===== src/rtl/memory_bus_pkg.sv =====
// Shared types and constants for the memory bus bridge and its machine timer.
package memory_bus_pkg;

    typedef enum logic [1:0] {
        IDLE    = 2'd0,
        ACCESS  = 2'd1,
        WAIT    = 2'd2,
        RESPOND = 2'd3
    } bus_state_e;

    typedef enum logic {
        CMD_READ  = 1'b0,
        CMD_WRITE = 1'b1
    } bus_cmd_e;

    localparam logic [4:0] OFF_MSIP        = 5'h00;
    localparam logic [4:0] OFF_RSVD        = 5'h04;
    localparam logic [4:0] OFF_MTIMECMP_LO = 5'h08;
    localparam logic [4:0] OFF_MTIMECMP_HI = 5'h0C;
    localparam logic [4:0] OFF_MTIME_LO    = 5'h10;
    localparam logic [4:0] OFF_MTIME_HI    = 5'h14;
    localparam logic [31:0] TIMER_SPAN     = 32'h0000_0018;

    function automatic logic [31:0] apply_mask(input logic [31:0] old_val,
                                               input logic [31:0] new_val,
                                               input logic [31:0] mask);
        return (old_val & ~mask) | (new_val & mask);
    endfunction

endpackage


===== src/rtl/memory_bus_mtimer.sv =====
// Machine timer: mtime/mtimecmp/msip registers, tick prescaler and interrupt compare.
module mtimer
    import memory_bus_pkg::*;
#(
    parameter int TICK_DIVIDER = 1
) (
    input  logic        clk,
    input  logic        reset,
    input  logic        wr_en,
    input  logic [4:0]  wr_offset,
    input  logic [31:0] wr_data,
    input  logic [31:0] wr_mask,
    input  logic [4:0]  rd_offset,
    output logic [31:0] rd_data,
    output logic        timer_interrupt,
    output logic        software_interrupt
);

    localparam int PW = (TICK_DIVIDER > 1) ? $clog2(TICK_DIVIDER) : 1;
    localparam logic [PW-1:0] PRESC_LAST = PW'(TICK_DIVIDER - 1);

    logic [PW-1:0] presc_q, presc_d;
    logic [63:0]   mtime_q, mtime_d;
    logic [63:0]   mtimecmp_q, mtimecmp_d;
    logic          msip_q, msip_d;
    logic          tirq_q, tirq_d;
    logic          tick;
    logic [4:0]    wr_word;
    logic [4:0]    rd_word;

    assign wr_word = {wr_offset[4:2], 2'b00};
    assign rd_word = {rd_offset[4:2], 2'b00};

    always_comb begin
        tick       = (presc_q == PRESC_LAST);
        presc_d    = tick ? '0 : presc_q + PW'(1);
        mtime_d    = tick ? mtime_q + 64'd1 : mtime_q;
        mtimecmp_d = mtimecmp_q;
        msip_d     = msip_q;
        tirq_d     = (mtime_q >= mtimecmp_q);
        // A core write to mtime replaces any increment due in the same cycle.
        if (wr_en) begin
            case (wr_word)
                OFF_MSIP:        msip_d = (msip_q & ~wr_mask[0]) | (wr_data[0] & wr_mask[0]);
                OFF_MTIMECMP_LO: mtimecmp_d[31:0]  = apply_mask(mtimecmp_q[31:0], wr_data, wr_mask);
                OFF_MTIMECMP_HI: mtimecmp_d[63:32] = apply_mask(mtimecmp_q[63:32], wr_data, wr_mask);
                OFF_MTIME_LO:    mtime_d = {mtime_q[63:32], apply_mask(mtime_q[31:0], wr_data, wr_mask)};
                OFF_MTIME_HI:    mtime_d = {apply_mask(mtime_q[63:32], wr_data, wr_mask), mtime_q[31:0]};
                default:         ;
            endcase
        end
    end

    always_comb begin
        rd_data = '0;
        case (rd_word)
            OFF_MSIP:        rd_data = {31'b0, msip_q};
            OFF_RSVD:        rd_data = '0;
            OFF_MTIMECMP_LO: rd_data = mtimecmp_q[31:0];
            OFF_MTIMECMP_HI: rd_data = mtimecmp_q[63:32];
            OFF_MTIME_LO:    rd_data = mtime_q[31:0];
            OFF_MTIME_HI:    rd_data = mtime_q[63:32];
            default:         rd_data = '0;
        endcase
    end

    always_ff @(posedge clk or negedge reset) begin
        if (!reset) begin
            presc_q    <= '0;
            mtime_q    <= '0;
            mtimecmp_q <= '1;
            msip_q     <= 1'b0;
            tirq_q     <= 1'b0;
        end else begin
            presc_q    <= presc_d;
            mtime_q    <= mtime_d;
            mtimecmp_q <= mtimecmp_d;
            msip_q     <= msip_d;
            tirq_q     <= tirq_d;
        end
    end

    assign timer_interrupt    = tirq_q;
    assign software_interrupt = msip_q;

endmodule


===== src/rtl/memory_bus.sv =====
// Core-side memory bridge: decodes each request to RAM, machine timer or unmapped space.
//   state   | meaning
//   IDLE    | ready for a request; accept latches command/address/data/mask
//   ACCESS  | one-cycle RAM strobe
//   WAIT    | RAM latency countdown; read data captured on the final cycle
//   RESPOND | one-cycle completion (memory_valid, bus_error if unmapped)
module memory_bus
    import memory_bus_pkg::*;
#(
    parameter int          RAM_WORDS    = 16384,
    parameter int          RAM_LATENCY  = 1,
    parameter logic [31:0] TIMER_BASE   = 32'h0200_0000,
    parameter int          TICK_DIVIDER = 1
) (
    input  logic                         clk,
    input  logic                         reset,
    input  logic                         memory_enable,
    input  logic                         memory_command,
    input  logic [31:0]                  read_memory_address,
    input  logic [31:0]                  write_memory_address,
    input  logic [31:0]                  write_memory_data,
    input  logic [31:0]                  write_memory_mask,
    output logic                         memory_ready,
    output logic                         memory_valid,
    output logic [31:0]                  read_memory_data,
    output logic                         ram_enable,
    output logic                         ram_write,
    output logic [$clog2(RAM_WORDS)-1:0] ram_address,
    output logic [31:0]                  ram_write_data,
    output logic [31:0]                  ram_write_mask,
    input  logic [31:0]                  ram_read_data,
    output logic                         timer_interrupt,
    output logic                         software_interrupt,
    output logic                         bus_error
);

    localparam int AW = $clog2(RAM_WORDS);
    localparam int CW = (RAM_LATENCY > 1) ? $clog2(RAM_LATENCY) : 1;
    localparam logic [CW-1:0] WAIT_LOAD   = CW'(RAM_LATENCY - 1);
    localparam logic [31:0]   RAM_WORDS_W = 32'(RAM_WORDS);

    bus_state_e    state_q, state_d;
    logic          ready_q, ready_d;
    logic          valid_q, valid_d;
    logic          ram_en_q, ram_en_d;
    logic          ram_wr_q, ram_wr_d;
    logic          bus_err_q, bus_err_d;
    logic          cmd_q, cmd_d;
    logic [31:0]   rdata_q, rdata_d;
    logic [AW-1:0] ram_addr_q, ram_addr_d;
    logic [31:0]   wdata_q, wdata_d;
    logic [31:0]   wmask_q, wmask_d;
    logic [CW-1:0] cnt_q, cnt_d;

    logic [31:0] req_addr;
    logic [31:0] timer_off;
    logic        ram_hit;
    logic        timer_hit;
    logic        accept;
    logic        timer_wr_en;
    logic [31:0] timer_rd_data;

    assign req_addr  = (memory_command == CMD_WRITE) ? write_memory_address : read_memory_address;
    assign ram_hit   = ({2'b00, req_addr[31:2]} < RAM_WORDS_W);
    assign timer_off = req_addr - TIMER_BASE;
    // The offset compare alone would wrap for addresses below the base.
    assign timer_hit = !ram_hit && (req_addr >= TIMER_BASE) && (timer_off < TIMER_SPAN);
    assign accept    = memory_enable && ready_q;
    assign timer_wr_en = accept && timer_hit && (memory_command == CMD_WRITE);

    mtimer #(
        .TICK_DIVIDER(TICK_DIVIDER)
    ) u_mtimer (
        .clk                (clk),
        .reset              (reset),
        .wr_en              (timer_wr_en),
        .wr_offset          (timer_off[4:0]),
        .wr_data            (write_memory_data),
        .wr_mask            (write_memory_mask),
        .rd_offset          (timer_off[4:0]),
        .rd_data            (timer_rd_data),
        .timer_interrupt    (timer_interrupt),
        .software_interrupt (software_interrupt)
    );

    always_comb begin
        state_d    = state_q;
        ready_d    = ready_q;
        valid_d    = valid_q;
        ram_en_d   = ram_en_q;
        ram_wr_d   = ram_wr_q;
        bus_err_d  = bus_err_q;
        cmd_d      = cmd_q;
        rdata_d    = rdata_q;
        ram_addr_d = ram_addr_q;
        wdata_d    = wdata_q;
        wmask_d    = wmask_q;
        cnt_d      = cnt_q;
        case (state_q)
            IDLE: begin
                if (accept) begin
                    cmd_d      = memory_command;
                    ram_addr_d = req_addr[AW+1:2];
                    wdata_d    = write_memory_data;
                    wmask_d    = write_memory_mask;
                    ready_d    = 1'b0;
                    if (ram_hit) begin
                        state_d  = ACCESS;
                        ram_en_d = 1'b1;
                        ram_wr_d = memory_command;
                    end else begin
                        state_d = RESPOND;
                        valid_d = 1'b1;
                        if (timer_hit) begin
                            if (memory_command == CMD_READ) rdata_d = timer_rd_data;
                        end else begin
                            bus_err_d = 1'b1;
                            if (memory_command == CMD_READ) rdata_d = '0;
                        end
                    end
                end
            end
            ACCESS: begin
                state_d  = WAIT;
                ram_en_d = 1'b0;
                ram_wr_d = 1'b0;
                cnt_d    = WAIT_LOAD;
            end
            WAIT: begin
                if (cnt_q == '0) begin
                    state_d = RESPOND;
                    valid_d = 1'b1;
                    if (cmd_q == CMD_READ) rdata_d = ram_read_data;
                end else begin
                    cnt_d = cnt_q - CW'(1);
                end
            end
            RESPOND: begin
                state_d   = IDLE;
                valid_d   = 1'b0;
                bus_err_d = 1'b0;
                ready_d   = 1'b1;
            end
            default: begin
                state_d = IDLE;
                ready_d = 1'b1;
            end
        endcase
    end

    always_ff @(posedge clk or negedge reset) begin
        if (!reset) begin
            state_q    <= IDLE;
            ready_q    <= 1'b1;
            valid_q    <= 1'b0;
            ram_en_q   <= 1'b0;
            ram_wr_q   <= 1'b0;
            bus_err_q  <= 1'b0;
            cmd_q      <= 1'b0;
            rdata_q    <= '0;
            ram_addr_q <= '0;
            wdata_q    <= '0;
            wmask_q    <= '0;
            cnt_q      <= '0;
        end else begin
            state_q    <= state_d;
            ready_q    <= ready_d;
            valid_q    <= valid_d;
            ram_en_q   <= ram_en_d;
            ram_wr_q   <= ram_wr_d;
            bus_err_q  <= bus_err_d;
            cmd_q      <= cmd_d;
            rdata_q    <= rdata_d;
            ram_addr_q <= ram_addr_d;
            wdata_q    <= wdata_d;
            wmask_q    <= wmask_d;
            cnt_q      <= cnt_d;
        end
    end

    assign memory_ready     = ready_q;
    assign memory_valid     = valid_q;
    assign read_memory_data = rdata_q;
    assign ram_enable       = ram_en_q;
    assign ram_write        = ram_wr_q;
    assign ram_address      = ram_addr_q;
    assign ram_write_data   = wdata_q;
    assign ram_write_mask   = wmask_q;
    assign bus_error        = bus_err_q;

endmodule

===== config.mk =====
export PLATFORM = sky130hd
export DESIGN_NAME = memory_bus
export DESIGN_NICKNAME = d
export VERILOG_FILES = /design/src/rtl/memory_bus_pkg.sv /design/src/rtl/memory_bus_mtimer.sv /design/src/rtl/memory_bus.sv
export SDC_FILE = /design/constraint.sdc
export NUM_CORES = 1
export LEC_CHECK = 0
export CAP_MARGIN = 20
export CORE_MARGIN = 2
export CORE_UTILIZATION = 60
export DETAILED_ROUTE_END_ITERATION = 10
export DONT_BUFFER_PORTS = 1
export GPL_ROUTABILITY_DRIVEN = 0
export PLACE_DENSITY = 0.8
export SLEW_MARGIN = 20
export SYNTH_ARGS = -nofsm -noshare
export SYNTH_HDL_FRONTEND = slang
export SYNTH_SLANG_ARGS = --single-unit

===== constraint.sdc =====
create_clock -name clk -period 3.5 [get_ports clk]
set_input_delay 0 -clock clk [delete_from_list [all_inputs] [get_ports clk]]
set_output_delay 0 -clock clk [all_outputs]
set_load 0.1 [all_outputs]

==> results of run 1 <==
## worst min path at each step
stage,endpoint,slack [ns],from
6_report,ram_address[4]$_DFFE_PN0P_,-0.86,reset
5_1_grt,ram_address[4]$_DFFE_PN0P_,-0.87,reset
4_1_cts,memory_valid$_DFFE_PN0P_,-0.87,reset
3_5_place_dp,ram_address[10]$_DFFE_PN0P_,-0.29,reset
3_3_place_gp,ram_address[4]$_DFFE_PN0P_,-0.29,reset
2_1_floorplan,async pin,-0.30,reset
## Yosys cell counts, types with 6 or more instances
cell        n
nand3b_1   12
a31oi_1    12
ha_1       71
xnor2_1    16
nor4_1     22
buf_2      17
a22oi_1    93
nor3_1     27
buf_6       9
a21oi_1    80
mux2_2    125
o22a_1      6
dfstp_2    65
clkbuf_1   56
nand3_1    47
o21ai_0   108
nand2b_1   17
or3_1      10
nand4_1    36
o22ai_1    18
o221ai_1    6
nand2_1   210
and4_1      9
o21ai_1    12
nor2_1     57
dfrtp_1   183
and3_1     13
buf_1       8
a211oi_1   19
o211ai_1    9
mux2i_1    31
inv_1      96
## per-layer routing
layer,GRT usage [%],up-vias
met5,0,-
met4,15.8,0
met3,7.36,191
met2,58.1,926
met1,47.7,6887
li1,-,6251
## critical path, stage by stage
cell	delay [ns]
dlygate4sd3_1	1.24
mux2i_1	0.54
nand3_1	0.17
buf_4	0.22
nor2_1	0.17
and4_1	0.76
buf_4	0.28
a41o_1	0.10
a21oi_1	0.06
a21oi_1	0.16
## layout by cell type, fill, tap and decap left out, types with 6 or more instances in the layout
| cell type | netlist | layout |
|---|---|---|
| a211oi_1 | 19 | 19 |
| a21oi_1 | 80 | 80 |
| a22oi_1 | 93 | 93 |
| a31oi_1 | 12 | 12 |
| and3_1 | 13 | 13 |
| and4_1 | 9 | 9 |
| buf_4 | 2 | 50 |
| clkbuf_16 | 0 | 29 |
| dfrtp_1 | 183 | 183 |
| dfstp_2 | 65 | 65 |
| dlygate4sd3_1 | 0 | 143 |
| ha_1 | 71 | 71 |
| inv_1 | 96 | 96 |
| mux2_2 | 125 | 125 |
| mux2i_1 | 31 | 31 |
| nand2_1 | 210 | 210 |
| nand2b_1 | 17 | 17 |
| nand3_1 | 47 | 46 |
| nand3b_1 | 12 | 12 |
| nand4_1 | 36 | 36 |
| nor2_1 | 57 | 53 |
| nor2_2 | 2 | 6 |
| nor3_1 | 27 | 27 |
| nor4_1 | 22 | 22 |
| o211ai_1 | 9 | 9 |
| o21ai_0 | 108 | 108 |
| o21ai_1 | 12 | 12 |
| o221ai_1 | 6 | 6 |
| o22a_1 | 6 | 6 |
| o22ai_1 | 18 | 18 |
| or3_1 | 10 | 10 |
| xnor2_1 | 16 | 16 |
## layout make-up
type | instances | area (um^2) | share of cell area, %
flip-flops and latches | 248 | 6290 | 34.9
clock buffers | 37 | 796 | 4.42
inverters | 96 | 360 | 2.00
multi-input cells | 1182 | 8200 | 45.5
clock inverters | 15 | 151 | 0.840
repair buffers | 193 | 1810 | 10.0
well taps | 330 | 413 | 2.29
## through the flow
stage,power [W],instances,setup slack [ns]
3_5_place_dp,0.00935,1906,0.507
6_report,0.0126,2101,0.269
4_1_cts,0.0125,2101,0.472
3_3_place_gp,0.00925,1906,0.572
5_1_grt,0.0129,2101,0.225
2_1_floorplan,0.00893,1619,0.187
## cells by family (layout without fill, tap and decap cells)
group	Yosys count	count (layout)	synth area share (%)
AND/OR/NAND/NOR	500	500	16.4
buffers and inverters	189	341	5.28
XOR/XNOR	17	17	0.975
AO/OA/AOI/OAI	433	433	18.8
adder cells (fa/ha/maj)	71	71	5.82
multiplexers	161	161	11.6
flip-flops	248	248	41.2
## power by group
part	leakage (nW)	switching, W	internal [W]
clock	0.460	0.00127	0.00176
combinational	3.97	0.000942	0.000770
sequential	2.92	0.00449	0.00336
total	7.34	0.00670	0.00589
==> results_dict.tcl, run 1 <==
set metrics [dict create \
    first_pass_iters 6 \
    skew_ns 0.0312 \
    reg2reg_from "u_mtimer.mtime_q[8]$_DFFE_PN0P_" \
    dpl_cell_area_mm2 0.0156 \
    power_density_mw_per_mm2 699 \
    fmax_ghz 0.310 \
    dieArea_mm2 0.0268 \
    postCtsSetupBuffers 0 \
    r2r_end "u_mtimer.mtime_q[37]$_DFFE_PN0P_" \
    post-route-min-period_ns 3.23 \
    yosys_most_used_dff "dfrtp_1" \
    dp_hpwl_mm 32.5 \
    timing.slew.headroom_pct 29.3 \
    design_area_mm2 0.0180 \
    cts-root-buf "clkbuf_16" \
    wl_met2_mm 23.0 \
    worstPathRequired_ns 3.98 \
    path_max_fanout 20 \
    clkSinkCount 248 \
    synth_area_mm2 0.0153 \
    ys_seq_area_share_pct 41.2 \
    drc 0 \
    synth.distinct_cells 82 \
    cts_buffers 28 \
    final_nets 1984 \
    final.setup.tns_ns 0 \
    setup_viol 0 \
    r2r_cells 7 \
    insertedDiodeCount 0 \
    io-pin-count 281 \
    fin_crit_sh_pct 92.3 \
    start_util_pct 60.8 \
    max_cap_viol_count 0 \
    drive_gt1_share_pct 17.7 \
    rsz0062_at_grt "no" \
    htreeDepth 1 \
    synthTopCellsByArea "dfrtp_1, dfstp_2, mux2_2" \
    ctsHoldBuffers 143 \
    crit_path_end "u_mtimer.mtime_q[27]$_DFFE_PN0P_" \
    endpoint_kind "flip-flop" \
    grt_pass1_wl_mm 76.5 \
    wl_per_cell_um 23.6 \
    fp.coreArea_mm2 0.0251 \
    n_fill_cell 1825 \
    cts_buffer_depth 3 \
    clk_latency_ns 0.56 \
    start_kind "input pin" \
    top_layer "met4" \
    cts_resized 0 \
    routed_wl_mm 49.5 \
    detail_route.iter0.violations 2005 \
    rows 58 \
    ys_seq_elements 248 \
    async_flop_share_pct 100 \
    violations "hold timing" \
    syn-num-nets 1854 \
    fin_util_pct 71.8 \
    ir_drop_mv 0.632 \
    regToRegSetupSlack_ns 0.39 \
    hold_class "in2async" \
    syn_inst 1619 \
    die_h_um 164 \
    grt_pass1_vias 14097 \
    critPathKind "in2reg" \
    routed-wl-met3_mm 5.39 \
    arrival_ns 3.71 \
    grt_max_degree 249 \
    viasPerCell 6.78 \
    antenna_left 0 \
    grtUsageTotal_pct 36.2 \
    outcome "finished, violations left" \
    synth_top_area_share_pct 30.0 \
    syn_area_per_cell_um2 9.43 \
    io_buffers 0 \
    cp-startpoint "memory_command" \
    antenna_found_initial 0 \
    synth_area_leader_cell "dfrtp_1" \
    path_clk_slew_ns 0.07 \
    synth_edf_count 0 \
    gr-total-overflow 0 \
    vias 14255 \
    die_x_um 164 \
    yosys_warnings 0 \
    tritoncts "yes" \
    drt-met1-wl_mm 19.0 \
    whs_ns -0.865 \
    synthToLayoutAreaGrowth_pct 18.0 \
    leakagePower_nw 7.34 \
    report.final.slew_viol_count 0 \
    tightest_slew_ns 1.06 \
    hold_viol 248 \
]
Note: power is estimated with default switching activity, not from simulation.
==> inputs of run 2 (changes only) <==
Settings changed: SYNTH_HIERARCHICAL from default to 1.
==> run 2 against run 1 <==
Against the previous run:
- the run still ends with hold timing left
- sequential power decreased by 63%
- highest routed layer is now met5
- count of clock-buffer cells in the layout increased by 6
- critical path depth increased by 7
- via count decreased by 8.2%
- register-to-register slack improved by 0.05 ns
==> results_dict.tcl, run 2 <==
set metrics [dict create \
    use_met1_pct 44.0 \
    dp.cells 1742 \
    whs_ns -0.849 \
    rsz0062_at_grt "no" \
    die_h_um 161 \
    r2r_cells 9 \
    tritoncts "yes" \
    io-pin-count 281 \
    start_util_pct 60.9 \
    routed_wl_mm 44.9 \
    power_density_mw_per_mm2 366 \
    syn_area_per_cell_um2 10.1 \
    worstPathRequired_ns 3.98 \
    path_clk_slew_ns 0.06 \
    mostFrequentLayoutCells "dfrtp_1, nand2_1, dlygate4sd3_1, a21oi_1, inv_1" \
    antenna_found_initial 4 \
    ctsHoldBuffers 134 \
    die_x_um 161 \
    fin_util_pct 72.2 \
    synthToLayoutAreaGrowth_pct 18.5 \
    timing.slew.headroom_pct 34.9 \
    cts_buffer_depth 3 \
    outcome "finished, violations left" \
    grt.busiest_layer "met2" \
    wl_per_cell_um 23.3 \
    htreeDepth 1 \
    io_buffers 0 \
    slowest_stage "dlygate4sd3_1" \
    grt_max_degree 249 \
    cp-startpoint "memory_command" \
    start_kind "input pin" \
    hold_viol 248 \
    syn_inst 1457 \
    fin_crit_sh_pct 96.4 \
    instances_no_fill 1930 \
    detail_route.iter0.violations 1769 \
    hold_class "in2async" \
    viasPerCell 6.78 \
    leakagePower_nw 7.70 \
    globalRouteMet2Util_pct 56.6 \
    clkSinkCount 248 \
    violations "hold timing" \
    endpoint_kind "flip-flop" \
    fmax_ghz 0.296 \
    yosys_warnings 6 \
    dieArea_mm2 0.0258 \
    report.final.slew_viol_count 0 \
    fp.coreArea_mm2 0.0242 \
    post-route-min-period_ns 3.37 \
    final_nets 1817 \
    first_pass_iters 7 \
    ir_drop_mv 0.416 \
    vias 13084 \
    regToRegSetupSlack_ns 0.44 \
    grt_pass1_wl_mm 70.3 \
    rows 57 \
    path_cells "nand2b_4 -> nand2_1 -> inv_1 -> ha_1 -> xor2_1 -> or4_1 -> a221oi_2 -> nand4_4 -> nor2_1 -> nand3b_1 -> buf_4 -> nor2_2 -> buf_6 -> a21oi_1 -> mux2_2 -> a31oi_1 -> dlygate4sd3_1" \
    r2r_end "u_mtimer/timer_interrupt$_DFF_PN0_" \
    cts-root-buf "clkbuf_16" \
    drive_gt1_share_pct 16.5 \
    clk_latency_ns 0.55 \
    dp_hpwl_mm 30.3 \
    drc 0 \
    setup_viol 0 \
    fin_total_pwr_w 0.00639 \
    antenna_left 0 \
    grt_pass1_vias 12902 \
    tightest_slew_ns 0.976 \
    syn-num-nets 1692 \
    grt.met3_usage_pct 7.28 \
    arrival_ns 3.86 \
    final_common_cell "dfrtp_1" \
    max_stage_delay_ns 0.57 \
    skew_ns 0.0143 \
    critPathKind "in2reg" \
    path_max_fanout 34 \
    gr-total-overflow 0 \
    cts_buffers 28 \
    grtUsageTotal_pct 34.1 \
    crit_path_end "u_mtimer/mtime_q[36]$_DFFE_PN0P_" \
    synth_area_mm2 0.0147 \
    max_cap_viol_count 0 \
]
==> run 2: changes by cell type in the layout (fill, tap and decap cells not counted), sizes merged, moves of 15 or more <==
cell	previous run	this run
xnor2	16	1
a31o	4	28
buf	50	32
and3	13	28
o21ai	120	75
nand2	210	160
a22oi	93	3
nand2b	17	38
inv	96	80
nor3b	3	24
a221oi	4	26
a22o	2	31
a221o	2	31
==> run 2: layout make-up <==
class | instances | area [um^2]
timing repair buffer | 166 | 1610
inverter | 80 | 300
antenna | 2 | 5.00
sequential | 248 | 6290
multi-input combinational | 1058 | 7860
tap | 324 | 405
clock buffer | 43 | 838
clock inverter | 9 | 150
fill | 1625 | 6720
==> run 2: routing by layer <==
metal	vias up	wire length, um
met3	146	4540
met5	-	12
met1	6380	17000
li1	5702	-
met2	854	21800
met4	2	1550
==> run 2: worst min-delay path by stage <==
stage          startpoint                                to  slack [ns]  depth (start not counted)
6_report            reset  read_memory_data[18]$_DFFE_PN0P_       -0.85                          0
5_1_grt             reset  read_memory_data[12]$_DFFE_PN0P_       -0.87                          0
4_1_cts             reset  read_memory_data[18]$_DFFE_PN0P_       -0.87                          0
3_5_place_dp        reset  read_memory_data[18]$_DFFE_PN0P_       -0.29                          0
3_3_place_gp        reset  read_memory_data[18]$_DFFE_PN0P_       -0.29                          0
2_1_floorplan       reset             bus_error$_DFFE_PN0P_       -0.30                          0
==> run 2: worst max-delay path: cells and delay by family <==
kind                     cells  cell delay, ns
XOR/XNOR                     1            0.17
AO/OA/AOI/OAI                3            0.57
adder cells (fa/ha/maj)      1            0.23
buffers and inverters        4            1.14
multiplexers                 1            0.29
AND/OR/NAND/NOR              7            1.46
==> run 2: per-stage QoR <==
step	TNS (ns)	instance area [um^2]	setup WS [ns]
floorplan	-0.0665	14800	-0.0259
global placement	0	15100	0.350
detailed placement	0	15100	0.249
CTS	0	17400	0.103
global route	0	17500	0.00812
finish	0	17500	0.126
==> run 2: timing repair <==
item,4_1_cts,5_1_grt
buffers inserted,0,0
hold endpoints to repair,493,248
endpoints found under the setup margin,0,3
gates resized for setup,0,3
==> run 2: where the power goes <==
part	internal, W	switching, W
Combinational	0.000180	0.000211
Clock	0.00194	0.00119
Sequential	0.00287	0
Total	0.00499	0.00140
